`src/rtl/clock_set_ctrl.sv`:
```
// clock_set_ctrl: sequencing controller for the mm:ss BCD digit counter.
// RUN mode produces a one-cycle tick_en every TICK_DIV cycles. SET_MIN and
// SET_SEC freeze ticking so the user can edit minutes and then seconds with
// the inc button. Leaving SET_SEC pulses load with the edited time.
// Optional macro CLOCK_SET_BLINK_EN adds a blink phase that drives
// blank_min / blank_sec while a field is being edited.
module clock_set_ctrl #(
  parameter int unsigned TICK_DIV  = 50000000,
  parameter int unsigned BLINK_DIV = 12500000
) (
  input  logic       clk,
  input  logic       rst,
  input  logic       mode_btn,
  input  logic       inc_btn,
  input  logic [3:0] cur_sec_r,
  input  logic [2:0] cur_sec_l,
  input  logic [3:0] cur_min_r,
  input  logic [2:0] cur_min_l,
  output logic       tick_en,
  output logic       load,
  output logic [3:0] ld_sec_r,
  output logic [2:0] ld_sec_l,
  output logic [3:0] ld_min_r,
  output logic [2:0] ld_min_l,
  output logic [1:0] mode,
  output logic       blank_min,
  output logic       blank_sec
);

  localparam int unsigned    PW         = $clog2(TICK_DIV);
  localparam logic [PW-1:0]  TICK_LAST  = PW'(TICK_DIV - 1);
  localparam logic [PW-1:0]  PRESC_ONE  = PW'(1);

  typedef enum logic [1:0] {
    ST_RUN     = 2'b00,
    ST_SET_MIN = 2'b01,
    ST_SET_SEC = 2'b10
  } state_t;

  state_t        r_state;
  logic [PW-1:0] r_presc;
  logic          r_tick_en;
  logic          r_load;
  logic          r_mode_prev;
  logic          r_inc_prev;
  logic [3:0]    r_min_r;
  logic [2:0]    r_min_l;
  logic [3:0]    r_sec_r;
  logic [2:0]    r_sec_l;

  logic          w_mode_press;
  logic          w_inc_press;
  logic [3:0]    w_min_r_clamp;
  logic [2:0]    w_min_l_clamp;
  logic [3:0]    w_sec_r_clamp;
  logic [2:0]    w_sec_l_clamp;
  logic [3:0]    w_min_r_inc;
  logic [2:0]    w_min_l_inc;
  logic [3:0]    w_sec_r_inc;
  logic [2:0]    w_sec_l_inc;

  // Rising-edge press detection against the previous button level
  assign w_mode_press = mode_btn & ~r_mode_prev;
  assign w_inc_press  = inc_btn  & ~r_inc_prev;

  // Previous button levels; reset high so a button held through reset is not a press
  always_ff @(posedge clk) begin
    if (!rst) begin
      r_mode_prev <= 1'b1;
      r_inc_prev  <= 1'b1;
    end else begin
      r_mode_prev <= mode_btn;
      r_inc_prev  <= inc_btn;
    end
  end

  // BCD +1 for both fields; out-of-range digits clamp to 9 / 5 so they wrap to 0
  always_comb begin
    w_min_r_clamp = (r_min_r > 4'd9) ? 4'd9 : r_min_r;
    w_min_l_clamp = (r_min_l > 3'd5) ? 3'd5 : r_min_l;
    w_sec_r_clamp = (r_sec_r > 4'd9) ? 4'd9 : r_sec_r;
    w_sec_l_clamp = (r_sec_l > 3'd5) ? 3'd5 : r_sec_l;

    w_min_r_inc = w_min_r_clamp + 4'd1;
    w_min_l_inc = w_min_l_clamp;
    if (w_min_r_clamp == 4'd9) begin
      w_min_r_inc = 4'd0;
      w_min_l_inc = (w_min_l_clamp == 3'd5) ? 3'd0 : w_min_l_clamp + 3'd1;
    end

    w_sec_r_inc = w_sec_r_clamp + 4'd1;
    w_sec_l_inc = w_sec_l_clamp;
    if (w_sec_r_clamp == 4'd9) begin
      w_sec_r_inc = 4'd0;
      w_sec_l_inc = (w_sec_l_clamp == 3'd5) ? 3'd0 : w_sec_l_clamp + 3'd1;
    end
  end

  // Mode FSM with prescaler, edit registers and registered strobes
  always_ff @(posedge clk) begin
    if (!rst) begin
      r_state   <= ST_RUN;
      r_presc   <= '0;
      r_tick_en <= 1'b0;
      r_load    <= 1'b0;
      r_min_r   <= 4'd0;
      r_min_l   <= 3'd0;
      r_sec_r   <= 4'd0;
      r_sec_l   <= 3'd0;
    end else begin
      r_tick_en <= 1'b0;
      r_load    <= 1'b0;
      case (r_state)
        ST_RUN: begin
          if (w_mode_press) begin
            r_min_r <= cur_min_r;
            r_min_l <= cur_min_l;
            r_sec_r <= cur_sec_r;
            r_sec_l <= cur_sec_l;
            r_presc <= '0;
            r_state <= ST_SET_MIN;
          end else if (r_presc == TICK_LAST) begin
            r_presc   <= '0;
            r_tick_en <= 1'b1;
          end else begin
            r_presc <= r_presc + PRESC_ONE;
          end
        end
        ST_SET_MIN: begin
          r_presc <= '0;
          if (w_mode_press) begin
            r_state <= ST_SET_SEC;
          end else if (w_inc_press) begin
            r_min_r <= w_min_r_inc;
            r_min_l <= w_min_l_inc;
          end
        end
        ST_SET_SEC: begin
          r_presc <= '0;
          if (w_mode_press) begin
            r_load  <= 1'b1;
            r_state <= ST_RUN;
          end else if (w_inc_press) begin
            r_sec_r <= w_sec_r_inc;
            r_sec_l <= w_sec_l_inc;
          end
        end
        default: begin
          r_presc <= '0;
          r_state <= ST_RUN;
        end
      endcase
    end
  end

  assign tick_en  = r_tick_en;
  assign load     = r_load;
  assign mode     = r_state;
  assign ld_min_r = r_min_r;
  assign ld_min_l = r_min_l;
  assign ld_sec_r = r_sec_r;
  assign ld_sec_l = r_sec_l;

`ifdef CLOCK_SET_BLINK_EN
  localparam int unsigned   BW         = (BLINK_DIV > 1) ? $clog2(BLINK_DIV) : 1;
  localparam logic [BW-1:0] BLINK_LAST = BW'(BLINK_DIV - 1);
  localparam logic [BW-1:0] BLINK_ONE  = BW'(1);

  logic [BW-1:0] r_blink_cnt;
  logic          r_phase;
  logic          r_blank_min;
  logic          r_blank_sec;

  // Blink phase: restarts on entering a set mode or on any inc press, idle in RUN
  always_ff @(posedge clk) begin
    if (!rst) begin
      r_blink_cnt <= '0;
      r_phase     <= 1'b0;
      r_blank_min <= 1'b0;
      r_blank_sec <= 1'b0;
    end else begin
      r_blink_cnt <= '0;
      r_phase     <= 1'b0;
      r_blank_min <= 1'b0;
      r_blank_sec <= 1'b0;
      if ((r_state == ST_SET_MIN || r_state == ST_SET_SEC) &&
          !w_mode_press && !w_inc_press) begin
        if (r_blink_cnt == BLINK_LAST) begin
          r_phase     <= ~r_phase;
          r_blank_min <= (r_state == ST_SET_MIN) & ~r_phase;
          r_blank_sec <= (r_state == ST_SET_SEC) & ~r_phase;
        end else begin
          r_blink_cnt <= r_blink_cnt + BLINK_ONE;
          r_phase     <= r_phase;
          r_blank_min <= (r_state == ST_SET_MIN) & r_phase;
          r_blank_sec <= (r_state == ST_SET_SEC) & r_phase;
        end
      end
    end
  end

  assign blank_min = r_blank_min;
  assign blank_sec = r_blank_sec;
`else
  // Blink hardware is not built; BLINK_DIV is kept only for a uniform interface
  logic w_unused_blink_div;
  assign w_unused_blink_div = (BLINK_DIV > 0);
  assign blank_min = 1'b0;
  assign blank_sec = 1'b0;
`endif

endmodule

```
`config.mk`:
```
export PLATFORM = sky130hd
export DESIGN_NAME = clock_set_ctrl
export DESIGN_NICKNAME = d
export VERILOG_FILES = /design/src/rtl/clock_set_ctrl.sv
export SDC_FILE = /design/constraint.sdc
export NUM_CORES = 1
export LEC_CHECK = 0
export ABC_AREA = 1
export BUFFER_PORTS_ARGS = -buffer_cell sky130_fd_sc_hd__buf_2
export CORE_ASPECT_RATIO = 0.5
export CORE_MARGIN = 3
export CORE_UTILIZATION = 61
export CTS_BUF_LIST = sky130_fd_sc_hd__clkbuf_16
export DETAILED_ROUTE_END_ITERATION = 7
export GPL_TIMING_DRIVEN = 1
export PLACE_DENSITY = 0.95
export SYNTH_ARGS = -nofsm -noshare
export SYNTH_HDL_FRONTEND = slang
export SYNTH_SLANG_ARGS = --single-unit
```
`constraint.sdc`:
```
create_clock -name clk -period 4.14 [get_ports clk]
set_clock_uncertainty 0.2 [all_clocks]
set_input_delay 0 -clock clk [delete_from_list [all_inputs] [get_ports clk]]
set_output_delay 0 -clock clk [all_outputs]
set_load 0.05 [all_outputs]
```
After elaboration in Yosys (flattened, before gate mapping)

Index checks and enable logic that the tools add are counted.

Register bits: 46
Input port bits: 18
Output and inout port bits: 20
Logic and storage cells: 80

Add/subtract/negate cells: 5
Magnitude comparators: 4
Equality and inequality tests: 14
Multiplexer cells: 32
Bitwise gates (word level): 6
Reductions and logical operators: 9

Operators with widths:

| cell                                                 | count |
|---|---|
| two-way mux 4 bit                                    | 10 |
| two-way mux 3 bit                                    | 12 |
| adder 26 x 1 -> 26 bit (second input constant)       | 1 |
| equality test 26 bit (second input constant)         | 1 |
| case mux 4 bit (2 select lines)                      | 2 |
| != test 2 bit (second input constant)                | 7 |
| case mux 3 bit (2 select lines)                      | 2 |
| adder 4 x 1 -> 4 bit (second input constant)         | 2 |
| equality test 4 bit (second input constant)          | 2 |
| > comparator 4 bit (second input constant)           | 2 |
| AND reduction 4 bit                                  | 2 |
| adder 3 x 1 -> 3 bit (second input constant)         | 2 |
| equality test 3 bit (second input constant)          | 2 |
| > comparator 3 bit (second input constant)           | 2 |
| two-way mux 2 bit                                    | 3 |
| case mux 2 bit (3 select lines)                      | 1 |
| NOT 1 bit                                            | 4 |
| nonzero test 2 bit                                   | 2 |
| OR reduction 4 bit                                   | 1 |
| AND reduction 3 bit                                  | 1 |
| OR reduction 3 bit                                   | 1 |
| bitwise AND 1 bit                                    | 2 |
| equality test 2 x 1 -> 1 bit (second input constant) | 1 |
| equality test 2 bit (second input constant)          | 1 |
| other kinds (3)                                      | 4 |

Longest topological paths before layout

Word-level depth: 8
Gate-level depth with buffers: 9
Mapped depth without buffers: 9

Worst setup path after synthesis

OpenSTA, ideal clock, no wires.

Kind: register to register
Start point: reg r_state[1] (netlist: mode[1])
End point: reg r_sec_r[0] (netlist: ld_sec_r[0])
Library setup time: 118 ps
Arrival time: 1456 ps
Path slack: 2367 ps
Stages on the path, launching flop included: 9
Buffers on the path: 1
Cell sequence: dfxtp_1 -> nor2_1 -> nand2_1 -> nand2_1 -> nor2_1 -> buf_2 -> o21ai_0 -> nor2_1 -> nor2_1

Cells in the longest elaborated chain, start to end: 3
Elaborated cells between the ends (all ways): 8
Those cells by class: eq/ne: 4; mux: 1; reduce/logical: 3

RTL lines:

| what                                                                 | line | source |
|---|---|---|
| start, declared                                                      | 40   | `state_t r_state;` |
| start signal, assigned                                               | 102  | `r_state <= ST_RUN;` |
| start signal, assigned                                               | 121  | `r_state <= ST_SET_MIN;` |
| start signal, assigned                                               | 132  | `r_state <= ST_SET_SEC;` |
| equality test 2 bit or zero test 2 bit (tied branches)               | 113  | `case (r_state)` |
| != test 2 bit (no source line) or nonzero test 2 bit (tied branches) | -    |  |
| AND reduction 4 bit (no source line)                                 | -    |  |
| end signal, assigned                                                 | 118  | `r_sec_r <= cur_sec_r;` |
| end signal, assigned                                                 | 144  | `r_sec_r <= w_sec_r_inc;` |
| end, declared                                                        | 48   | `logic [3:0] r_sec_r;` |

Parallel ways exist; a longest one is shown, timed or not.
A chain may end at the register's enable or synchronous reset.

Worst setup path after layout

Start point: reg r_state[1] (netlist: mode[1])
End point: reg r_sec_r[2] (netlist: ld_sec_r[2])

Same word-level chain as after synthesis.

==> impl_summary.md <==
GRT
The total global routing overflow is 0. The global-route wire length before repair is 12200 um. The largest net degree at the start of global routing is 27. The total routing resource utilization after global routing is 0.297. The via count of the first global-routing pass is 2757. The number of antenna violations at the first check in global routing is 0.

Clock tree
The H-tree generated during clock tree synthesis spans 2 levels. TritonCTS built the clock tree. The tree built by TritonCTS fans out to 46 sinks. The longest clock path from root to sink contains 2 buffers. The clock-pin slew on the worst setup and hold paths is 0.07 ns.

The post-CTS setup buffer count is 0. The post-CTS resize count is 0. The clock buffer count from CTS is 5.

The later pin in the worst-skew pair is clocked with a latency of 0.29 ns. The number of hold buffers added after CTS is 23. CTS placed an instance of sky130_fd_sc_hd__clkbuf_16 at the clock tree root.

Setup path
In this run the worst path has a maximum fanout of 11. The critical path is of the reg2reg type. The critical path arrival is 2.66 ns. STA classifies the critical path startpoint as a register.

The number of cells on the worst reg-to-reg path is 8. The endpoint class of the critical path is a register. The required arrival time at the worst endpoint is 4.12 ns.

Synth
The average footprint of a synthesized cell is 6.21 um^2. The xor/xnor share of the synthesized area is 0.0264. Of the total synthesized cell area, the portion taken by AND, OR, NAND and NOR gates is 0.415. The mux cell area share after synthesis is 0. The count of mapped cells out of synthesis is 428. Sorting the synthesized cells by area gives the leading types as sky130_fd_sc_hd__dfxtp_1 35%, sky130_fd_sc_hd__nand2_1 17%, sky130_fd_sc_hd__nor2_1 12%. The count of unique library cells instantiated by Yosys is 32.

The area share of fa/ha/maj cells after synthesis is 0.00471. The number of enable-type register cells in the synthesized netlist is 0. The fraction of post-synthesis cell area in the top cell type by area is 0.346. During synthesis, Yosys emitted a total of 0 warnings. The leading area contributor after synthesis is sky130_fd_sc_hd__dfxtp_1.

The fraction of registers with async set/reset is 0. Among all flip-flop cells after synthesis, the most frequent one is sky130_fd_sc_hd__dfxtp_1. The largest family of logic cells by synthesized area is simple AND/OR/NAND/NOR gates.

For this run, the register share of the synthesized area comes to 0.346. The post-synthesis compound-gate area fraction was 0.105. The register bit total from synthesis is 46. The cell area that synthesis handed to floorplanning was 2660 um^2.

Drt
The met3 routed wirelength is 680 um. The first detailed-routing pass took 5 iterations. For this run, design rule violations remaining after detail routing come to 0. Dividing the detail-routed via count by the number of cells gives 5.51. Summing over every cut layer, the via total after detailed routing is 2981.

The detailed route wirelength on metal2 is 3510 um. The routed length on met1 is 2870 um. The highest routed metal layer is met4.

In the final routed layout, each cell accounts on average for 13.5 um. Once detail routing completed, the nets flagged for antenna violations numbered 0. The total wire length is 7320 um. For this block, the initial DRC count from the detailed router was 249.

Finish
The finished layout holds 541 standard cells, fillers aside. In the layout the commonest cells are 123 x sky130_fd_sc_hd__nand2_1, 84 x sky130_fd_sc_hd__nor2_1, 49 x sky130_fd_sc_hd__inv_1, 46 x sky130_fd_sc_hd__dfxtp_1, 35 x sky130_fd_sc_hd__buf_2. In the final design database the tool counted 505 nets. In the final layout, the share of cells above drive strength 1 is 0.131. The library cell used most frequently in the layout, excluding fill and tap cells, is sky130_fd_sc_hd__nand2_1.

The repair_antennas step left the layout with diodes totalling 0. The area growth from synthesis to layout is 20.9%.

Hold path
The depth of the worst hold-timing path is 2. The class of the most critical hold timing path is reg2reg.

Die
The floorplan step defined a die boundary enclosing 5240 um^2. The floorplan has 16 rows. The effective utilization at floorplan is 0.657.

The die span in y is 52.7 um. After floorplanning, the core was sized to cover 4040 um^2. The width of the chip is 99.4 um.

38 I/O pins were placed.

Timing
On the final layout, the worst hold slack is 0.280 ns. In the post-route analysis, the smallest setup slack over all paths is 1.47 ns. The fmax is 374 MHz.

The number of setup violations in the final report is 0. The number of failing hold endpoints at the final stage is 0. The final-report max-slew violation count is 0.

After layout, the minimum clock period comes to 2.67 ns. The post-route fraction of the period consumed by the critical path is 0.646. Headroom to the max-slew limit came out at 0.522.

The setup TNS is 0 ns. Setup repair after global routing left no endpoint under its margin. For the pin with the worst max-slew slack, the measured transition is 0.714 ns.

Place
The final weighted congestion in routability-driven placement is 0.901. During placement, the flow inserted port buffers numbering 35. The number of cells after detailed placement is 510. OpenSTA, run right after detailed placement, puts the worst setup slack at 2.16 ns. The wire-length estimate of the detail-placed layout is 4370 um.

Power
The worst-case IR drop observed on VDD is 0.220 mV. The leakage power figure is 1.31 nW. The total power per unit cell area is 335 nW/um^2.

Run status
The run finished with clean final reports.

Job
The tool flagged a number of max-cap violations equal to 0.
## synthesized netlist by cell type (all sizes together), types with 2 or more instances
cell type,instances
buf,8
nor3,4
nand3b,6
o21ai,21
nor2,90
or2,2
nand4,5
nand3,27
inv,52
xnor2,5
a21oi,28
xor2,3
dfxtp,46
nand2,125
## layer usage
metal  track usage  up-vias
li1              -     1452
met3        0.0744       34
met1         0.333     1324
met5             0        -
met4         0.145        0
met2         0.538      171
## worst max-delay path, stage by stage, from the launching register on
cell,delay (ns)
sky130_fd_sc_hd__dfxtp_1,0.39
sky130_fd_sc_hd__inv_1,0.07
sky130_fd_sc_hd__nor2_1,0.55
sky130_fd_sc_hd__nand2_1,0.15
sky130_fd_sc_hd__nand2_1,0.11
sky130_fd_sc_hd__nor2_1,0.16
sky130_fd_sc_hd__o21ai_0,0.26
sky130_fd_sc_hd__nor2_1,0.11
sky130_fd_sc_hd__dlygate4sd3_1,0.57
## final timing paths
| path | start | to | slack (ns) |
|---|---|---|---|
| worst max register to register | mode[1] | ld_sec_r[2] | 1.47 |
| worst min register to register | r_presc[25] | r_presc[25] | 0.28 |
| worst max-delay path | mode[1] | ld_sec_r[2] | 1.47 |
| worst min-delay path | r_presc[25] | r_presc[25] | 0.28 |
## registers in the layout, indices dropped and copies added, names as in the netlist
signal	count
tick_en	1
load	1
ld_min_l	3
mode	2
r_inc_prev	1
r_presc	26
r_mode_prev	1
ld_min_r	4
ld_sec_l	3
ld_sec_r	4
## power breakdown
| part | internal [mW] | switching (mW) | total, mW |
|---|---|---|---|
| Clock | 0.227 | 0.179 | 0.406 |
| Sequential | 0.459 | 0.0218 | 0.481 |
| Combinational | 0.0600 | 0.131 | 0.191 |
## final cells by class
cell class	instances	area [um^2]
Tap cell	54	67.6
Timing Repair Buffer	58	405
Sequential cell	46	921
Fill cell	262	828
Inverter	53	199
Clock inverter	3	25.0
Clock buffer	5	125
Multi-Input combinational cell	322	1470
## kinds of logic after synthesis
kind of cell	Yosys count
DFF	46
and+or+nand+nor	261
xor gates and xnor gates	8
AOI/OAI and AO/OA	50
other	1
adders and majority gates	1
buffers and inverters	61
## metrics by stage
stage | power (mW) | utilization | instance area, um^2
finish | 1.08 | 0.795 | 3220
global route | 1.12 | 0.795 | 3220
CTS | 1.07 | 0.795 | 3220
detailed placement | 0.649 | 0.701 | 2840
global placement | 0.646 | 0.701 | 2840
floorplan | 0.617 | - | 2660
Power figures use the tool's default switching activity.
